[config.mk]
export PLATFORM = sky130hd
export DESIGN_NAME = prng_roll_ctrl
export DESIGN_NICKNAME = d
export VERILOG_FILES = /design/src/rtl/prng_roll_ctrl.sv
export SDC_FILE = /design/constraint.sdc
export NUM_CORES = 1
export LEC_CHECK = 0
export BUFFER_PORTS_ARGS = -buffer_cell sky130_fd_sc_hd__buf_2
export CAP_MARGIN = 0
export CORE_MARGIN = 4
export CORE_UTILIZATION = 61
export CTS_BUF_LIST = sky130_fd_sc_hd__clkbuf_4
export DETAILED_ROUTE_END_ITERATION = 10
export PLACE_DENSITY = 0.79
export SETUP_SLACK_MARGIN = 0.2
export SYNTH_ARGS = -nofsm -noshare
export SYNTH_HDL_FRONTEND = slang
export SYNTH_SLANG_ARGS = --single-unit
[constraint.sdc]
create_clock -name clk -period 3.2 [get_ports clk]
set_clock_uncertainty 0.15 [all_clocks]
set_input_delay 0.8 -clock clk [delete_from_list [all_inputs] [get_ports clk]]
set_output_delay 0.8 -clock clk [all_outputs]
set_load 0.01 [all_outputs]
[src/rtl/prng_roll_ctrl.sv]
// Electronic die roller: debounced-free button edge starts a timed xorshift32 roll,
// whose final state's low nibble (mod 10) is shown as a BCD digit.
module prng_roll_ctrl #(
  parameter int unsigned TICK_DIV   = 100,
  parameter int unsigned ROLL_STEPS = 16
) (
  input  logic       clk,
  input  logic       reset,
  input  logic [5:0] seed,
  input  logic       roll_btn,
  output logic [3:0] digit,
  output logic       busy,
  output logic       valid
);

  typedef enum logic [1:0] {StIdle, StRoll, StShow} state_e;

  state_e      state_q;
  logic        s1_q, s2_q, s3_q;
  logic        rise;
  logic        step;
  logic [9:0]  tick_cnt_q;
  logic [7:0]  step_cnt_q;
  logic [31:0] prng_q;
  logic [31:0] prng_next;
  logic [3:0]  digit_next;

  function automatic logic [31:0] xorshift32(input logic [31:0] x);
    logic [31:0] y;
    y = x ^ (x << 13);
    y = y ^ (y >> 17);
    y = y ^ (y << 5);
    return y;
  endfunction

  assign rise = s2_q & ~s3_q;
  assign step = (tick_cnt_q == 10'(TICK_DIV - 1));

  always_comb begin
    prng_next  = xorshift32(prng_q);
    digit_next = prng_next[3:0];
    if (prng_next[3:0] >= 4'd10) begin
      digit_next = prng_next[3:0] - 4'd10;
    end
  end

  always_ff @(posedge clk) begin
    if (reset) begin
      state_q    <= StIdle;
      s1_q       <= 1'b0;
      s2_q       <= 1'b0;
      s3_q       <= 1'b0;
      tick_cnt_q <= '0;
      step_cnt_q <= '0;
      digit      <= '0;
      busy       <= 1'b0;
      valid      <= 1'b0;
      // All-zero is a fixed point of xorshift, so substitute 1.
      prng_q     <= (seed == 6'd0) ? 32'd1 : {26'b0, seed};
    end else begin
      s1_q <= roll_btn;
      s2_q <= s1_q;
      s3_q <= s2_q;
      case (state_q)
        StIdle, StShow: begin
          if (rise) begin
            state_q    <= StRoll;
            tick_cnt_q <= '0;
            step_cnt_q <= '0;
            busy       <= 1'b1;
            valid      <= 1'b0;
          end
        end
        StRoll: begin
          if (step) begin
            tick_cnt_q <= '0;
            step_cnt_q <= step_cnt_q + 8'd1;
            prng_q     <= prng_next;
            digit      <= digit_next;
            if (step_cnt_q == 8'(ROLL_STEPS - 1)) begin
              state_q <= StShow;
              busy    <= 1'b0;
              valid   <= 1'b1;
            end
          end else begin
            tick_cnt_q <= tick_cnt_q + 10'd1;
          end
        end
        default: begin
          state_q <= StIdle;
          busy    <= 1'b0;
          valid   <= 1'b0;
        end
      endcase
    end
  end

endmodule
==> impl_results.md <==
- Mapped Avg Cell Area: 10.31 um^2
- Outcome: complete, no violations
- Launch point of the worst reg-to-reg path: tick_cnt_q[0]
- Setup Viol. Count Final: 0
- Hold Path Class: reg -> reg
- WP depth: 5
- Post-route DRC: 0
- Mapped Cells: around 300
- Antenna cells: 0
- Post-CTS Setup Bufs: 0
- Via Count: between 2000 and 2500
- Critical Path Source: tick_cnt_q[0]
- Power, Total: 3.556 mW
- Area Overhead vs Synth: 7.454%
- CTS Buf Count: 9
- Hold Slack: just over 0.3 ns
- NetSw: between 1 and 1.5 mW
- Post-Synth XOR/XNOR Area: 0.1833
- Clk pwr share: 0.127
- First-pass GRT wire length: between 9000 and 10000 um
- Combinational Power Share: 0.504
- Vias per cell: approximately 5.6
- Final Instance Count excl. Fillers: 384
- Setup crit end: prng_q[6]
- Final wirelength: between 5000 and 6000 um
- Setup_tns: 0 ns
- Syn_nets: ~300
- Worst Reg-to-Reg Cells: 5
- Final Hold Viols: 0
- Placed Cells: 368
- Crit start category: register
- Seq pwr share: 0.369
- Internal: about 2.2 mW
- CP Max Fanout: 32
- FF+latch count, synth: 60
- Max cap viols: 0
- Max-slew violations: 0
- Vias in the first global route: between 2000 and 2500
- # resized after CTS: 0
- H-tree levels: 3
- Most common cell after layout, fill and taps aside: xnor2_1
- Share of cells above drive strength 1: 0.1199
- Period utilization: 0.7495
- Max Fclk: 0.4169 GHz
- WP data required: just over 3 ns
- Nets: roughly 320
- Netlist cell types: 45
- RR Endpoint: prng_q[6]
- Root buffer cell: clkbuf_4
- Simple logic cell fraction of the synthesized area: 0.1890
- Worst vdd ir: approximately 400 uV
- Setup WS pre-CTS: ~0.83 ns
- DR iter-0 viols: 158
- Wire length per cell: around 15 um
- Io pins: 15
- TritonRoute pass-1 iters: 4
- Largest family of logic cells by synthesized area: simple AND/OR/NAND/NOR gates
- RSZ-0062 raised after global routing: false
- Initial Utilization: 0.6418
- CP Class: reg -> reg
- DP Wirelength: ~4000 um
- Core Area: about 0.0048 mm^2
- Mapped Area: about 0.003 mm^2
- Die Y: between 70 and 80 um
- Std cell rows: 25
- Most frequent cells in the layout: xnor2_1, nor2_1, edfxtp_1
- Die area: between 0.006 and 0.007 mm^2
- Adder-Cell Fraction of Synth Area: 0.008147
- Total GRT Usage: 0.2008
- Compound-Gate Fraction of Synth Area: 0.09817
- Worst slew pin tran: between 0.6 and 0.7 ns
- CTS tree: built
- Tmin final: approximately 2.4 ns
- Multiplexer area fraction after synthesis: 0.006925
- Clk_lat worst skew: around 0.4 ns
- Grt total ovfl: 0
- Buffer depth of the longest clock path: 2
- Slowest Stage Delay on Critical Path: 0.41 ns
- Clock sink count: 60
- Reg-to-reg slack, setup: 0.80 ns
- CP top delay family: simple AND/OR/NAND/NOR gates
- Critical-path cell list: ha_1 > nor4b_4 > nand4_4 > nand2b_1 > buf_4
- Power density over the cells: 1077 mW/mm^2
- Relative slew slack: 0.5885
- Final setup margin: 0.8016 ns
- Largest net degree at the start of global routing: 41
- IO Port Bufs: 14
- # hold bufs at CTS: 0
- EDFF count, synth: 32
- Worst-path clk slew: around 0.10 ns
- ANT nets after route: 0
- CP arrival: approximately 2.3 ns
- Die Wd: between 70 and 80 um
- Switching share of power: 0.3740
- Crit end category: register
- Leak: approximately 1.1 nW
- CP Buf/Inv Count: 1
- Slowest-stage cell, CP: nor4b_4
- Async SR Flop Fraction: 0
- Register area share after synthesis: 0.4953
- Initial antenna violation count: 0
- Global placement routability congestion: 0.8575
- Ys flop type: edfxtp_1
- Synth warnings: 0
==> flip-flops by register name, summed over array words and instances (netlist names) <==
register and cells:
state_q 1, s1_q 1, step_cnt_q 8, valid 1, prng_q 32, tick_cnt_q 10
busy 1, s3_q 1, digit 4, s2_q 1
==> cells by family after synthesis <==
kind of cell	after synthesis
buffers and inverters	15
flip-flops	60
XOR/XNOR	61
AO/OA/AOI/OAI	51
multiplexers	2
AND/OR/NAND/NOR	107
adder cells (fa/ha/maj)	2
==> worst reg2reg max path: stages, from the launching register on <==
cell	delay [ns]
dfxtp_1	0.39
ha_1	0.25
nor4b_4	0.41
nand4_4	0.30
nand2b_1	0.17
buf_4	0.38
==> stage by stage <==
stage / utilization / area (um^2)
after detailed placement: 0.6664 / 3189
after global placement: 0.6664 / 3189
after floorplan: - / 3072
final: 0.6897 / 3301
after global routing: 0.6897 / 3301
after CTS: 0.6897 / 3301
==> how the worst min path moves through the flow <==
| stage | end | start | cells after the start |
|---|---|---|---|
| global placement | s2_q | s1_q | 1 |
| CTS | digit[0] | digit[0] | 2 |
| floorplan | s2_q | s1_q | 1 |
| global route | s2_q | s1_q | 1 |
| finish | s2_q | s1_q | 1 |
| detailed placement | s2_q | s1_q | 1 |
==> Yosys cell counts (3+ instances only) <==
cell      instances  area share
xnor2_1          47        0.13
nor2_1           37       0.045
edfxtp_1         32        0.31
dfxtp_1          28        0.18
a21oi_1          25       0.041
nand2_1          17       0.021
xor2_1           12       0.034
clkbuf_1         11       0.013
nand3_1          11       0.018
o21ai_0          11       0.018
nand2b_1          6       0.012
nor2b_1           4      0.0081
or3_1             4      0.0081
or4_1             4      0.0098
a211oi_1          3      0.0073
nand3b_1          3      0.0073
nor4_1            3      0.0061
o31ai_1           3      0.0073
==> cell type report <==
| class | instances | area (um^2) |
|---|---|---|
| Clock inverter | 5 | 28.78 |
| Inverter | 2 | 7.507 |
| Timing Repair Buffer | 16 | 85.08 |
| Fill cell | 383 | 1485 |
| Sequential cell | 60 | 1521 |
| Clock buffer | 11 | 82.58 |
| Tap cell | 67 | 83.83 |
| Multi-Input combinational cell | 223 | 1491 |
==> metal layers <==
metal	routed length [um]	global-route usage	part of all wire	vias up
met5	0	0	0	-
met4	105	0.08247	0.018	0
met3	199	0.05782	0.035	8
met2	2911	0.3333	0.51	38
met1	2491	0.2447	0.44	1024
li1	-	-	-	1086
==> power groups by stage <==
stage / Combinational [mW] / Sequential (mW) / Clock, mW
after global routing: 2.00 / 1.34 / 0.511
after detailed placement: 1.80 / 1.33 / 0
after CTS: 1.82 / 1.32 / 0.465
final: 1.79 / 1.31 / 0.450
after global placement: 1.76 / 1.32 / 0
after floorplan: 1.55 / 1.30 / 0
No activity file was read; power rests on OpenSTA's default activity.
